File: src/rtl/alarm_ring_ctrl.sv
// alarm_ring_ctrl: watches the running time against the stored alarm time,
// rings the buzzer with a square-wave beep, and handles stop, a limited number
// of snoozes per alarm event and an auto-off ring timeout.
//
// state  | meaning
// -------+-------------------------------------------------------------
// IDLE   | waiting for a second tick on which CUR_TIME equals ALARM_TIME
// RING   | buzzer beeping; counting seconds towards auto-off
// SNOOZE | buzzer silent; counting seconds until the alarm rings again
module alarm_ring_ctrl #(
  parameter int unsigned BEEP_HALF      = 25000,
  parameter int unsigned RING_SECONDS   = 60,
  parameter int unsigned SNOOZE_MINUTES = 5,
  parameter int unsigned MAX_SNOOZE     = 3
) (
  input  logic        CLK,
  input  logic        RESET,
  input  logic [16:0] CUR_TIME,
  input  logic [16:0] ALARM_TIME,
  input  logic        ALARM_EN,
  input  logic        STOP_KEY,
  input  logic        SNOOZE_KEY,
  output logic        BUZZER,
  output logic        ALARM_ACTIVE,
  output logic        SNOOZE_ACTIVE,
  output logic [3:0]  SNOOZE_LEFT
);

  localparam int BW = (BEEP_HALF > 1) ? $clog2(BEEP_HALF) : 1;

  localparam logic [BW-1:0] BEEP_LAST  = BW'(BEEP_HALF - 1);
  localparam logic [6:0]    RING_LAST  = 7'(RING_SECONDS - 1);
  localparam logic [13:0]   SNZ_LOAD   = 14'(SNOOZE_MINUTES * 60);
  localparam logic [3:0]    SNZ_MAX    = 4'(MAX_SNOOZE);

  typedef enum logic [1:0] {
    IDLE   = 2'd0,
    RING   = 2'd1,
    SNOOZE = 2'd2
  } state_t;

  state_t        state;
  logic [5:0]    prev_sec;
  logic [BW-1:0] beep_cnt;
  logic [6:0]    ring_sec;
  logic [13:0]   snz_cnt;
  logic          tick;
  logic          time_match;

  // Seconds field delayed by one cycle; any change (normal count or a
  // time-set jump) yields a single-cycle tick.
  always_ff @(posedge CLK or posedge RESET) begin
    if (RESET) prev_sec <= 6'd0;
    else       prev_sec <= CUR_TIME[5:0];
  end

  assign tick       = (CUR_TIME[5:0] != prev_sec);
  assign time_match = (CUR_TIME == ALARM_TIME);

  // Alarm FSM with registered outputs and its beep/ring/snooze counters.
  always_ff @(posedge CLK or posedge RESET) begin
    if (RESET) begin
      state         <= IDLE;
      BUZZER        <= 1'b0;
      ALARM_ACTIVE  <= 1'b0;
      SNOOZE_ACTIVE <= 1'b0;
      SNOOZE_LEFT   <= SNZ_MAX;
      beep_cnt      <= '0;
      ring_sec      <= 7'd0;
      snz_cnt       <= 14'd0;
    end else if (!ALARM_EN) begin
      state         <= IDLE;
      BUZZER        <= 1'b0;
      ALARM_ACTIVE  <= 1'b0;
      SNOOZE_ACTIVE <= 1'b0;
      SNOOZE_LEFT   <= SNZ_MAX;
      beep_cnt      <= '0;
      ring_sec      <= 7'd0;
      snz_cnt       <= 14'd0;
    end else begin
      case (state)
        IDLE: begin
          SNOOZE_LEFT <= SNZ_MAX;
          beep_cnt    <= '0;
          ring_sec    <= 7'd0;
          // A held match cannot retrigger: tick only fires on a seconds change.
          if (tick && time_match) begin
            state        <= RING;
            BUZZER       <= 1'b1;
            ALARM_ACTIVE <= 1'b1;
          end else begin
            BUZZER <= 1'b0;
          end
        end

        RING: begin
          if (STOP_KEY) begin
            state        <= IDLE;
            BUZZER       <= 1'b0;
            ALARM_ACTIVE <= 1'b0;
            SNOOZE_LEFT  <= SNZ_MAX;
            beep_cnt     <= '0;
            ring_sec     <= 7'd0;
          end else if (SNOOZE_KEY && (SNOOZE_LEFT != 4'd0)) begin
            state         <= SNOOZE;
            BUZZER        <= 1'b0;
            ALARM_ACTIVE  <= 1'b0;
            SNOOZE_ACTIVE <= 1'b1;
            SNOOZE_LEFT   <= SNOOZE_LEFT - 4'd1;
            snz_cnt       <= SNZ_LOAD;
            beep_cnt      <= '0;
            ring_sec      <= 7'd0;
          end else begin
            if (beep_cnt == BEEP_LAST) begin
              beep_cnt <= '0;
              BUZZER   <= ~BUZZER;
            end else begin
              beep_cnt <= beep_cnt + BW'(1);
            end
            if (tick) begin
              if (ring_sec == RING_LAST) begin
                // Auto-off; later assignments override the beep update above.
                state        <= IDLE;
                BUZZER       <= 1'b0;
                ALARM_ACTIVE <= 1'b0;
                SNOOZE_LEFT  <= SNZ_MAX;
                beep_cnt     <= '0;
                ring_sec     <= 7'd0;
              end else if (ring_sec != 7'h7f) begin
                ring_sec <= ring_sec + 7'd1;
              end
            end
          end
        end

        SNOOZE: begin
          BUZZER <= 1'b0;
          if (STOP_KEY) begin
            state         <= IDLE;
            SNOOZE_ACTIVE <= 1'b0;
            SNOOZE_LEFT   <= SNZ_MAX;
            snz_cnt       <= 14'd0;
          end else if (tick) begin
            if (snz_cnt == 14'd1) begin
              state         <= RING;
              BUZZER        <= 1'b1;
              ALARM_ACTIVE  <= 1'b1;
              SNOOZE_ACTIVE <= 1'b0;
              snz_cnt       <= 14'd0;
              beep_cnt      <= '0;
              ring_sec      <= 7'd0;
            end else if (snz_cnt != 14'd0) begin
              snz_cnt <= snz_cnt - 14'd1;
            end
          end
        end

        default: begin
          state         <= IDLE;
          BUZZER        <= 1'b0;
          ALARM_ACTIVE  <= 1'b0;
          SNOOZE_ACTIVE <= 1'b0;
          SNOOZE_LEFT   <= SNZ_MAX;
          beep_cnt      <= '0;
          ring_sec      <= 7'd0;
          snz_cnt       <= 14'd0;
        end
      endcase
    end
  end

endmodule

File: config.mk
export PLATFORM = sky130hd
export DESIGN_NAME = alarm_ring_ctrl
export DESIGN_NICKNAME = d
export VERILOG_FILES = /design/src/rtl/alarm_ring_ctrl.sv
export SDC_FILE = /design/constraint.sdc
export NUM_CORES = 1
export LEC_CHECK = 0
export BUFFER_PORTS_ARGS = -buffer_cell sky130_fd_sc_hd__clkbuf_2
export CAP_MARGIN = 30
export CORE_AREA = 2 2 75 84
export DETAILED_ROUTE_END_ITERATION = 6
export DIE_AREA = 0 0 77 86
export PLACE_DENSITY = 0.9
export RECOVER_POWER = 25
export SETUP_SLACK_MARGIN = 0.3
export SLEW_MARGIN = 10
export SYNTH_ARGS = -nofsm -noshare
export SYNTH_HDL_FRONTEND = slang
export SYNTH_SLANG_ARGS = --single-unit
export TNS_END_PERCENT = 20
File: constraint.sdc
create_clock -name CLK -period 2.5 [get_ports CLK]
set_clock_uncertainty 0.05 [all_clocks]
set_input_delay 0.5 -clock CLK [delete_from_list [all_inputs] [get_ports CLK]]
set_output_delay 0.5 -clock CLK [all_outputs]
set_load 0.01 [all_outputs]
==> results.md, run 1 <==
* Final setup TNS at 0 ps
* Ys flop type: dfrtp_1
* Num CTS Buffers at 5
* Post-synthesis mux area share at about 1.3%
* Crit. End Element: flop
* Multi-input gate area at 2200 sq um
* Root Buffer: clkbuf_8
* Starting Density at 57.3%
* VDD IR max at around 0.61 mV
* Final Hold Fails at 0
* WP data required at around 2700 ps
* Clk pin slew, worst setup/hold paths at about 100 ps
* CTS tree: yes
* Crit path DAT at between 2000 and 3000 ps
* Cell taking the most area after synthesis: dfrtp_1
* Reg-to-reg critical path startpoint: beep_cnt[0]
* HP Class: input port to flop
* Max_cap viols at 0
* Worst Reg-to-Reg Cells at 8
* Die area at approximately 6600 sq um
* Initial antenna violation count at 0
* Vias in the first global route at between 3000 and 4000
* Sequential element share of the synthesized area at roughly 39%
* Asr flop ratio synth at 100%
* DR vias at about 3500
* Filler cell count in the final layout at between 300 and 400
* Status: finished clean
* Pins over their slew limit at 0
* Hold_sp: CUR_TIME[3]
* DR iter-0 viols at approximately 400
* Warning count from the yosys run at 0
* WL final at approximately 11000 um
* Hold buffers post-CTS at 0
* Total power at around 2.7 mW
* Synth top cells by count: dfrtp_1, nand2_1, nor2_1, o21ai_0, inv_1
* Power Density at ~630 nW/um^2
* N_diodes at 0
* P&R area growth vs syn at 31.6%
* #FFs+latches synth at between 50 and 60
* Routed Antenna Nets at 0
* First-pass GRT wire length at roughly 14000 um
* Net Count, Synth at just over 400
* RR Endpoint: beep_cnt[8]
* Largest net degree at the start of global routing at 52
* Post-Synth Adder-Cell Area at 4.19%
* CTS Sinks at around 50
* H-Tree Depth at 2
* Layout cells sized above 1 at between 30% and 40%
* Pleak at between 1.5 and 2 nW
* Comb pwr share at between 40% and 50%
* Via-to-Cell Ratio at 6.74
* Final worst path period need at about 2400 ps
* Part of the power in registers at about a third
* Cell Area, Synth at 3280 sq um
* Synth unique cells at 63
* Clk Latency, worst-skew pair at 320 ps
* Routability cong. at ~0.86
* I/O Pins at 46
* Hold path depth at 1
* Wire length per cell at 21.3 um
* Cell count after synthesis at 360
* Post-synthesis compound-gate area fraction at between 20% and 30%
* Hold Crit Endpoint: prev_sec[3]
* Row cnt at 29
* Top cell type's share of synthesized area at ~37%
* Die Y at roughly 86 um
* RSZ-0062 raised after global routing: true
* DPL Wire Length at between 5000 and 6000 um
* # DRC at 0
* Grt ovf at 0
* Synth area leaders: dfrtp_1, xnor2_1, ha_1
* Worst Tran Pin Value at about 1300 ps
* Top-count cell post-synth: dfrtp_1
* DR pass1 iterations at 5
* Synth Area in Simple Gates at about a quarter
* Crit-path max FO at 7
* NetSw at around 1.0 mW
* Relative slew slack at 13.6%
* Largest family of logic cells by synthesized area: simple AND/OR/NAND/NOR gates
* Post-synth EDFFs at 0
* Setup slack, reg-to-reg at approximately 130 ps
* Final #Nets at approximately 500
* Clock share of power at 23.4%
* GRT Overall Usage at between 20 and 25%
* Buffers on Ports at 45
* Critical path type: flop to flop
* Fmax at around 420 MHz
* Fin crit share at a little over nine tenths
* CORE AREA at approximately 5700 sq um
* XOR/XNOR Fraction of Synth Area at 6.40%
* Syn avg cell area at roughly 9 sq um
* Max clock buf depth at 2
* Sw Ratio at between 30% and 40%
* Crit start category: flop
* Die width at about 77 um
* Seq. cell area at between 1000 and 1500 sq um
* Pint at 1.67 mW
* Final setup viols at 0
## power by group through the flow
stage                     logic (mW)  clock network (mW)  registers (mW)
after global placement         0.713                   0           0.949
after global routing            1.19               0.651           0.952
after detailed placement       0.741                   0           0.953
final                           1.13               0.637           0.950
after CTS                      0.808               0.611           0.930
after floorplan                0.483                   0           0.949
## final cells by class
cell class	instances	share of cell area, %
Tap cell	77	2.23
Timing Repair Buffer	88	12.9
Clock inverter	2	0.811
Inverter	18	1.56
Sequential cell	51	29.7
Multi-Input combinational cell	284	50.9
Clock buffer	6	1.91
## registers in the layout, indices dropped and copies added, names as in the netlist
| signal | cells |
|---|---|
| ALARM_ACTIVE | 1 |
| state | 2 |
| beep_cnt | 15 |
| BUZZER | 1 |
| snz_cnt | 14 |
| SNOOZE_ACTIVE | 1 |
| prev_sec | 6 |
| ring_sec | 7 |
| SNOOZE_LEFT | 4 |
## metal layers
layer  track usage, %  routed length, um
met1             29.2               4240
met2             47.0               5710
met3             3.68                760
met4             7.79                515
met5                0                  0
## stage by stage
stage | util (%) | worst slack [ps] | hold slack [ps] | instance area [sq um] | cells
floorplan | - | 338 | 440 | 3280 | 360
CTS | 67.8 | 217 | 292 | 3890 | 504
global placement | 64.1 | 202 | 451 | 3670 | 489
finish | 75.4 | 129 | 297 | 4320 | 526
detailed placement | 64.1 | 111 | 460 | 3670 | 489
global route | 75.4 | -57.5 | 299 | 4320 | 526
## layout by cell type, fill, tap and decap left out, types with 8 or more instances in the layout
cell and n:
a22o_1 8, buf_4 36, a31oi_1 9, nor2_1 21, nor3_1 9, o21ai_0 20
a21oi_1 11, nand3_1 13, xor2_1 8, inv_1 14, dfrtp_1 47, nand2_1 31
clkbuf_2 40, xnor2_1 16, nand4_1 10
## how the worst max path moves through the flow
stage | from | end | cells past startpoint
after floorplan | SNOOZE_LEFT[0] | snz_cnt[0] | 9
after global placement | CUR_TIME[5] | beep_cnt[11] | 8
after detailed placement | SNOOZE_LEFT[0] | snz_cnt[11] | 9
after CTS | ring_sec[0] | state[1] | 7
after global routing | beep_cnt[0] | beep_cnt[8] | 8
final | beep_cnt[0] | beep_cnt[8] | 8
## worst max-delay path, stage by stage, from the launching register on
cell	delay (ps)
dfrtp_1	440
ha_1	260
nand3_1	140
nor4_1	400
nand3_2	240
nand3_4	190
nor2_1	80
buf_4	170
a221o_1	290
## what timing repair did
action / 4_1_cts / 5_1_grt
resized for setup: 8 / 59
buffers inserted: 7 / 20
pin swaps: 5 / 26
cloned: 0 / 2
setup endpoints to repair: 29 / 42
## logic make-up (layout without fill, tap and decap cells)
family / after synthesis / after routing
AOI/OAI and AO/OA: 106 / 106
adders and majority gates: 11 / 11
muxes: 4 / 4
and+or+nand+nor: 138 / 139
xor gates and xnor gates: 24 / 24
DFF: 51 / 51
buffers and inverters: 26 / 114
(Power assumes the default switching activity.)
==> run 2, diff against run 1 <==
--- a/config.mk
+++ b/config.mk
@@ -5,11 +5,12 @@
 export SDC_FILE = /design/constraint.sdc
 export NUM_CORES = 1
 export LEC_CHECK = 0
+export ABC_AREA = 1
 export BUFFER_PORTS_ARGS = -buffer_cell sky130_fd_sc_hd__clkbuf_2
 export CAP_MARGIN = 30
-export CORE_AREA = 2 2 75 84
+export CORE_AREA = 2 2 79 88
 export DETAILED_ROUTE_END_ITERATION = 6
-export DIE_AREA = 0 0 77 86
+export DIE_AREA = 0 0 81 90
 export PLACE_DENSITY = 0.9
 export RECOVER_POWER = 25
 export SETUP_SLACK_MARGIN = 0.3
==> results.md, run 2 <==
* Placed Instances at between 600 and 700
* Crit. End Element: flop
* CTS Sinks at 51
* Grt ovf at 0
* Die width at slightly above 80 um
* H-Tree Depth at 2
* WP data required at between 2000 and 3000 ps
* Fmax at ~480 MHz
* Max_cap viols at 0
* Pre-CTS WS at ~370 ps
* Max clock buf depth at 2
* Reg-to-reg critical path startpoint: state[0]
* CTS tree: yes
* DR pass1 iterations at 4
* Ys flop type: dfrtp_1
* Critical path type: flop to flop
* Row cnt at 31
* Starting Density at between 50% and 60%
* Largest net degree at the start of global routing at 32
* Pleak at 2.25 nW
* N_diodes at 0
* Final worst path period need at about 2100 ps
* Clk Latency, worst-skew pair at 310 ps
* Initial antenna violation count at 0
* VDD IR max at just under 0.5 mV
* Synth top cells by count: nand2_1, inv_1, nor2_1, dfrtp_1, nand3_1
* Largest reg by FF count: beep_cnt
* Most common cell after layout, fill and taps aside: nand2_1
* Asr flop ratio synth at between 90% and 100%
* Top-count cell post-synth: nand2_1
* Cell taking the most area after synthesis: dfrtp_1
* Routability cong. at between 0.9 and 1
* Layout cells sized above 1 at about 14%
* Via-to-Cell Ratio at around 5.2
* Filler cell count in the final layout at 597
* Vias in the first global route at 3520
* Postcts setup bufs at 0
* CORE AREA at ~6400 sq um
* Sequential element share of the synthesized area at a little over a third
* Clk pin slew, worst setup/hold paths at 100 ps
* #FFs+latches synth at 51
* Worst Reg-to-Reg Cells at 13
* RSZ-0062 raised after global routing: true
* Die Y at approximately 90 um
* Final Hold Fails at 0
* DR iter-0 viols at about 160
* Synth unique cells at 29
* Status: finished clean
* Final setup TNS at 0 ps
* # DRC at 0
* Power Density at about 630 nW/um^2
* Final Cell Area at just over 4000 sq um
* HP Class: input port to asynchronous set/reset pin
* Setup WS post-layout at around 420 ps
* Cell Area, Synth at approximately 3700 sq um
* Syn avg cell area at roughly 6.7 sq um
* Synth area leaders: dfrtp_1, nand2_1, inv_1
* Fin crit share at a little over four fifths
* First-pass GRT wire length at ~14000 um
* GRT Overall Usage at around 24%
* I/O Pins at 46
* Commonest cells after routing, fill and taps aside: nand2_1, inv_1, nor2_1, dfrtp_1, clkbuf_2
* Crit start category: flop
* Relative slew slack at 36.7%
* Layout Cells excl Fill at 684
* Root Buffer: clkbuf_8
* P&R area growth vs syn at 11.7%
* Pins over their slew limit at 0
* Crit path DAT at roughly 2200 ps
* Hold buffers post-CTS at 0
* Top cell type's share of synthesized area at roughly 33%
* Largest register FFs at 15
* Worst Tran Pin Value at approximately 950 ps
* Wire length per cell at about 12 um
* Setup slack, reg-to-reg at about 420 ps
* Regs by FF count: beep_cnt x15, snz_cnt x14, ring_sec x7
* Routed Antenna Nets at 0
* Net Count, Synth at roughly 600
* Cell area after placement at 3960 sq um
* Fin util at between 60% and 70%
* DR vias at 3579
* Post-synth EDFFs at 0
* Num CTS Buffers at 5
* Final setup viols at 0
* Crit-path max FO at 13
* Buffers on Ports at 45
* RR Endpoint: snz_cnt[11]
* Cell count after synthesis at 551
* DPL Wire Length at ~6500 um
* Final #Nets at between 600 and 700
* Die area at 7290 sq um
* WL final at roughly 8300 um
* Warning count from the yosys run at 0
==> run 2: cell count changes after synthesis, moves of 6 or more <==
cell / change
a31oi_1: -10
xor2_1: +7
nand2_2: +9
a22o_1: -8
nand2_1: +125
nand4_1: +6
xnor2_1: -14
nor2_1: +46
inv_1: +79
or4_1: -7
nand3_1: +23
o21ai_0: +6
==> run 2: metrics by stage <==
step                      hold slack, ps  power, mW
after floorplan                      425       1.67
after global placement               411       1.86
after detailed placement             420       1.89
after CTS                           78.4       2.57
after global routing                 225       2.76
final                                171       2.58
==> run 2: area by class of cell <==
cell class | count | area [sq um] | area share, %
Clock buffer | 6 | 72.6 | 1.77
Clock inverter | 2 | 60.1 | 1.47
Inverter | 102 | 385 | 9.41
Multi-Input combinational cell | 394 | 1970 | 48.0
Sequential cell | 51 | 1280 | 31.3
Tap cell | 82 | 103 | 2.51
Timing Repair Buffer | 47 | 229 | 5.59
==> run 2: power breakdown <==
group / internal, mW / switching [mW]
clock: 0.400 / 0.278
sequential: 0.894 / 0.0702
combinational: 0.338 / 0.597
total: 1.63 / 0.945
==> run 2: worst max-delay path, cell delays in order (launching register included) <==
cell	delay (ps)
dfrtp_2	460
inv_1	100
ha_2	220
nand2_1	70
inv_1	130
nand2_1	160
nor2_1	140
nand3_1	80
nand2_1	80
inv_2	50
nand2_4	120
inv_2	100
nand2_2	100
o21ai_0	80
==> run 2: layer usage <==
layer | share of wire (%) | global-route usage, % | up-vias
li1 | - | - | 1808
met1 | 40 | 26.5 | 1685
met2 | 54 | 45.0 | 66
met3 | 3.1 | 4.22 | 20
met4 | 2.3 | 10.2 | 0
met5 | 0 | 0 | -
==> run 2: repair_timing <==
item | CTS | global route
endpoints found under the setup margin | 0 | 16
endpoints found under the hold margin | 0 | 0
resized for setup | 0 | 4
==> run 2: cell families (layout without fill, tap and decap cells) <==
family          Yosys count  after routing  share of synthesized area, %
fa+ha+maj                11             11                          3.76
xor+xnor                 17             17                          4.06
buf+inv                 106            157                          11.8
simple gates            324            324                          39.7
compound gates           42             42                          5.80
flops                    51             51                          34.9
==> run 2: worst max path at each step <==
| stage | startpoint | to | slack [ps] |
|---|---|---|---|
| final | state[0] | snz_cnt[11] | 420 |
| after global routing | snz_cnt[1] | ring_sec[2] | 260 |
| after CTS | state[0] | snz_cnt[7] | 300 |
| after detailed placement | SNOOZE_LEFT[0] | snz_cnt[7] | 370 |
| after global placement | SNOOZE_LEFT[0] | snz_cnt[1] | 480 |
| after floorplan | SNOOZE_LEFT[0] | snz_cnt[9] | 670 |
